File: src/rtl/rr_mux_nx1_pkg.sv
// Shared definitions for the round-robin mux and its matching demux.
// Lane-index width helper, parameter range limits and output-register state encoding.
package rr_mux_nx1_pkg;

  localparam int unsigned N_MIN = 2;
  localparam int unsigned N_MAX = 16;
  localparam int unsigned W_MIN = 1;

  // EMPTY/FULL is exactly the out_valid bit
  typedef enum logic {
    ST_EMPTY = 1'b0,
    ST_FULL  = 1'b1
  } mux_state_e;

  // ceil(log2(n)) with a floor of 1 so a lane index is never zero-width
  function automatic int unsigned idx_width(input int unsigned n);
    int unsigned w;
    w = 1;
    while ((32'd1 << w) < n) w = w + 1;
    return w;
  endfunction

endpackage

File: src/rtl/rr_arbiter.sv
// Combinational round-robin arbiter: first requester at or after ptr, wrapping at N.
module rr_arbiter
  import rr_mux_nx1_pkg::*;
#(
  parameter int unsigned N  = 4,
  parameter int unsigned SW = idx_width(N)
) (
  input  logic [N-1:0]  req,
  input  logic [SW-1:0] ptr,
  input  logic          en,
  output logic [N-1:0]  grant,
  output logic [SW-1:0] grant_idx,
  output logic          any
);

  localparam int unsigned SW1 = SW + 1;

  // One extra bit holds ptr+k (at most 2N-2) before the wrap at N
  always_comb begin
    logic [SW1-1:0] sum;
    logic [SW-1:0]  lane;
    sum       = '0;
    lane      = '0;
    grant     = '0;
    grant_idx = '0;
    any       = 1'b0;
    for (int unsigned k = 0; k < N; k++) begin
      sum = SW1'(ptr) + SW1'(k);
      if (sum >= SW1'(N)) sum = sum - SW1'(N);
      lane = SW'(sum);
      if (!any && req[lane]) begin
        any       = 1'b1;
        grant_idx = lane;
      end
    end
    if (en && any) grant = N'(1) << grant_idx;
  end

endmodule

File: src/rtl/rr_mux_nx1.sv
// Round-robin N-to-1 valid/ready stream mux with a registered output lane.
// Each held beat carries its source lane index on out_sel.
module rr_mux_nx1
  import rr_mux_nx1_pkg::*;
#(
  parameter  int unsigned N  = 4,
  parameter  int unsigned W  = 8,
  localparam int unsigned SW = idx_width(N)
) (
  input  logic            clk,
  input  logic            rst,
  input  logic [N-1:0]    in_valid,
  input  logic [N*W-1:0]  in_data,
  output logic [N-1:0]    in_ready,
  output logic            out_valid,
  output logic [W-1:0]    out_data,
  output logic [SW-1:0]   out_sel,
  input  logic            out_ready
);

  mux_state_e    state_q, state_d;
  logic [W-1:0]  data_q, data_d;
  logic [SW-1:0] sel_q, sel_d;
  logic [SW-1:0] ptr_q, ptr_d;

  logic          load_en_c;
  logic [N-1:0]  grant;
  logic [SW-1:0] grant_idx;
  logic          any;
  logic [W-1:0]  lane_data [N];

  for (genvar i = 0; i < N; i++) begin : g_lane
    assign lane_data[i] = in_data[i*W +: W];
  end

  // Register is free when empty or being drained this cycle
  assign load_en_c = (state_q == ST_EMPTY) || out_ready;

  rr_arbiter #(
    .N  (N),
    .SW (SW)
  ) u_arb (
    .req       (in_valid),
    .ptr       (ptr_q),
    .en        (load_en_c),
    .grant     (grant),
    .grant_idx (grant_idx),
    .any       (any)
  );

  assign in_ready  = grant;
  assign out_valid = (state_q == ST_FULL);
  assign out_data  = data_q;
  assign out_sel   = sel_q;

  // Load granted lane, or go empty when nothing is offered; pointer wraps at N
  always_comb begin
    state_d = state_q;
    data_d  = data_q;
    sel_d   = sel_q;
    ptr_d   = ptr_q;
    if (load_en_c) begin
      if (any) begin
        state_d = ST_FULL;
        data_d  = lane_data[grant_idx];
        sel_d   = grant_idx;
        ptr_d   = (grant_idx == SW'(N - 1)) ? '0 : grant_idx + SW'(1);
      end else begin
        state_d = ST_EMPTY;
      end
    end
  end

  always_ff @(posedge clk or posedge rst) begin
    if (rst) begin
      state_q <= ST_EMPTY;
      data_q  <= '0;
      sel_q   <= '0;
      ptr_q   <= '0;
    end else begin
      state_q <= state_d;
      data_q  <= data_d;
      sel_q   <= sel_d;
      ptr_q   <= ptr_d;
    end
  end

endmodule

File: config.mk
export PLATFORM = sky130hd
export DESIGN_NAME = rr_mux_nx1
export DESIGN_NICKNAME = d
export VERILOG_FILES = /design/src/rtl/rr_mux_nx1_pkg.sv /design/src/rtl/rr_arbiter.sv /design/src/rtl/rr_mux_nx1.sv
export SDC_FILE = /design/constraint.sdc
export NUM_CORES = 1
export LEC_CHECK = 0
export ABC_CLOCK_PERIOD_IN_PS = 2200
export BUFFER_PORTS_ARGS = -buffer_cell sky130_fd_sc_hd__buf_2
export CORE_ASPECT_RATIO = 0.7
export CORE_UTILIZATION = 35
export DETAILED_ROUTE_END_ITERATION = 12
export GPL_TIMING_DRIVEN = 0
export PLACE_DENSITY = 0.68
export SYNTH_ARGS = -nofsm -noshare
export SYNTH_HDL_FRONTEND = slang
export SYNTH_SLANG_ARGS = --single-unit
export TNS_END_PERCENT = 30
File: constraint.sdc
create_clock -name clk -period 2.2 [get_ports clk]
set_clock_uncertainty 0.15 [all_clocks]
set_input_delay 0.33 -clock clk [delete_from_list [all_inputs] [get_ports clk]]
set_output_delay 0.33 -clock clk [all_outputs]
set_load 0.005 [all_outputs]
==> results.json <==
{
  "max_slew_margin_pct": 63.56,
  "gp_congestion": 0.7613,
  "ios": 54,
  "cts_tree": "done",
  "antenna_found_initial": 0,
  "yosysWarnings": 0,
  "final_common_cell": "buf_2",
  "synth_area_sq_um": 873.3,
  "grt_start_max_net_pins": 14,
  "r2r_slack_ps": 40,
  "die_h_microns": 43.80,
  "status": "finished, violations left",
  "regArea_sq_um": 327.8,
  "irDropWorstVdd_uv": 418.0,
  "synth_cells": 96,
  "yosys.area.top_type": "dfrtp_1",
  "crit_arrival_ps": 1770,
  "power.density_nw_per_um2": 916.1,
  "drc_errors": 0,
  "path_class": "flop to primary output",
  "clk_latency_ps": 280,
  "r2r_cells": 8,
  "rsz0062_at_grt": "true",
  "most-common-layout-cells": "53 x buf_2, 11 x dfrtp_1, 10 x inv_1",
  "violations": "negative setup slack",
  "viasPerCell": 4.932,
  "end_kind": "primary output",
  "crit_path_start": "ptr_q[1]",
  "drive_gt1_share_pct": 50.00,
  "hold_path_class": "input pin to flop",
  "routedWlPerCell_microns": 13.46,
  "die_x_microns": 61.71,
  "area_delta_synth_final_pct": 49.00,
  "hp-start": "in_data[8]",
  "finalNetCount": 199,
  "timing.rr.end": "out_data[5]",
  "grt_overflow": 0,
  "netlist.area_leader.share_pct": 37.25,
  "drt_first_iter_violations": 42,
  "cts_max_level": 1,
  "max_freq_ghz": 0.4441,
  "setup_viol": 4,
  "dpl_cell_area_sq_um": 1179,
  "syn_nets": 136,
  "crit_path_cell_trace": "or3b_4 > o221ai_4 > buf_6 > inv_2 > ha_2 > and2_4 > buf_6",
  "initial_core_util_pct": 38.95,
  "dieArea_sq_um": 2702,
  "critPathLaunchType": "flop",
  "grt_pass1_vias": 838,
  "critPathRequiredTime_ps": 1720,
  "met1_length_microns": 1203,
  "syn_area_per_cell_sq_um": 9.097,
  "final_max_slew_viol_count": 0,
  "io_buffer_count": 53,
  "pre_cts_ws_ps": -19.59,
  "drv_cap": 0,
  "synth-seq-area-share_pct": 37.25,
  "critPathSlowestCell": "dfrtp_2",
  "synthTopCellsByArea": "dfrtp_1 37%, mux2i_1 10%, a221o_1 8.0%",
  "endpoint": "in_ready[3]",
  "path_depth": 7,
  "wl_met2_microns": 1143,
  "root_buffer": "clkbuf_4",
  "r2r-start": "ptr_q[1]",
  "n_antenna_cell": 0,
  "numCtsBuffers": 3,
  "layoutNonFillerInstCount": 190,
  "clk_transition_reported_paths_ps": 80,
  "min_period_ps": 2252,
  "detail-route-antenna-nets": 0,
  "ys_types": 31,
  "first_pass_iters": 4,
  "finalCritPeriodShare_pct": 102.4,
  "dpl.cell_count": 181,
  "synth-seq-cells": 13,
  "topRoutingLayerUsed": "met4",
  "grt_pass1_wl_microns": 3815,
  "nFillCells": 220,
  "fp.coreArea_sq_um": 2242,
  "critPathBufInv": 3,
  "whs_ps": 129.5,
  "p_leak_nw": 0.7014,
  "met3_length_microns": 182,
  "worstMarginPinSlew_ps": 541.5,
  "finalHoldViolations": 0,
  "layout_setup_ws_ps": -51.95,
  "multiInputGateArea_sq_um": 513.0,
  "path_max_fanout": 6,
  "rows": 14,
  "cpMostUsedCell": "buf_6",
  "crit_family": "simple AND/OR/NAND/NOR gates",
  "grtUsageTotal_pct": 20.07,
  "final_cell_area_sq_um": 1301,
  "cts_max_path_buffers": 2,
  "critPathMaxStageDelay_ps": 460,
  "clkSinkCount": 13,
  "hpwlAfterDp_microns": 1874,
  "num_vias": 937,
  "finalWirelength_microns": 2558
}
metal layers:
| layer | GRT usage (%) | vias to the layer above |
|---|---|---|
| met3 | 7.164 | 4 |
| li1 | - | 472 |
| met5 | 0 | - |
| met4 | 7.111 | 0 |
| met2 | 29.68 | 41 |
| met1 | 26.97 | 420 |
synth_stat cells (all sizes together):
cell type   n
nand2      10
nand2b      1
or2         1
a21boi      1
a311oi      1
o21ai       3
a221o       7
ha          1
a21oi       3
nor2        4
o22ai       7
nand3       1
mux2i       9
buf         3
mux2        1
nor3        2
o311ai      1
nor4        1
nor2b       1
inv        12
o221ai      1
dfrtp      13
a21o        2
or3b        1
clkbuf      1
and2        8
worst register-to-register path, delay by kind of cell (launching register included):
kind                   cells  cell delay [ps]
and+or+nand+nor            1              400
buffers and inverters      3              380
DFF                        1              460
muxes                      1              200
AOI/OAI and AO/OA          3              460
cells by family after synthesis:
group | after synthesis | share of synthesized area, %
fa+ha+maj | 1 | 1.432
compound gates | 26 | 22.78
mux | 10 | 11.60
flops | 13 | 37.25
simple gates | 30 | 18.63
buf+inv | 16 | 8.308
registers in the layout (all words and copies together) (netlist names):
name,count
ptr_q,2
out_data,8
out_valid,1
out_sel,2
through the flow:
| step | total power [mW] | TNS [ps] | util (%) |
|---|---|---|---|
| global placement | 0.9277 | 0 | 52.57 |
| floorplan | 0.7421 | 0 | - |
| CTS | 1.176 | -226.3 | 57.42 |
| finish | 1.192 | -123.7 | 58.04 |
| global route | 1.278 | -706.7 | 58.04 |
| detailed placement | 0.9447 | -19.59 | 52.57 |
repair_timing:
item                                   in CTS  in global routing
gates resized for setup                    10                  7
pin swaps                                   4                  4
setup endpoints to repair                   4                 11
endpoints found under the hold margin      13                  0
buffers inserted                            4                  0
hold buffers                                1                  0
power by group:
part	switching [mW]	leakage (nW)	internal (mW)
combinational	0.299	0.530	0.342
sequential	0.0746	0.154	0.332
clock	0.0775	0.0177	0.0674
worst min-delay path by stage:
stage | to | cells after the start | slack [ps]
floorplan | out_data[0] | 1 | 60
global placement | out_sel[0] | 2 | 220
detailed placement | ptr_q[0] | 2 | 240
CTS | out_data[0] | 2 | 120
global route | out_data[3] | 2 | 130
finish | out_data[0] | 2 | 130
layout make-up:
class                           count  share of cell area, %
Clock inverter                      1                 0.3846
Sequential cell                    13                  25.19
Timing Repair Buffer               58                  24.52
Clock buffer                        3                  1.731
Multi-Input combinational cell     67                  39.42
Tap cell                           32                  3.077
Inverter                           12                  3.462
Buffer                              4                  2.212
(Power assumes the default switching activity.)
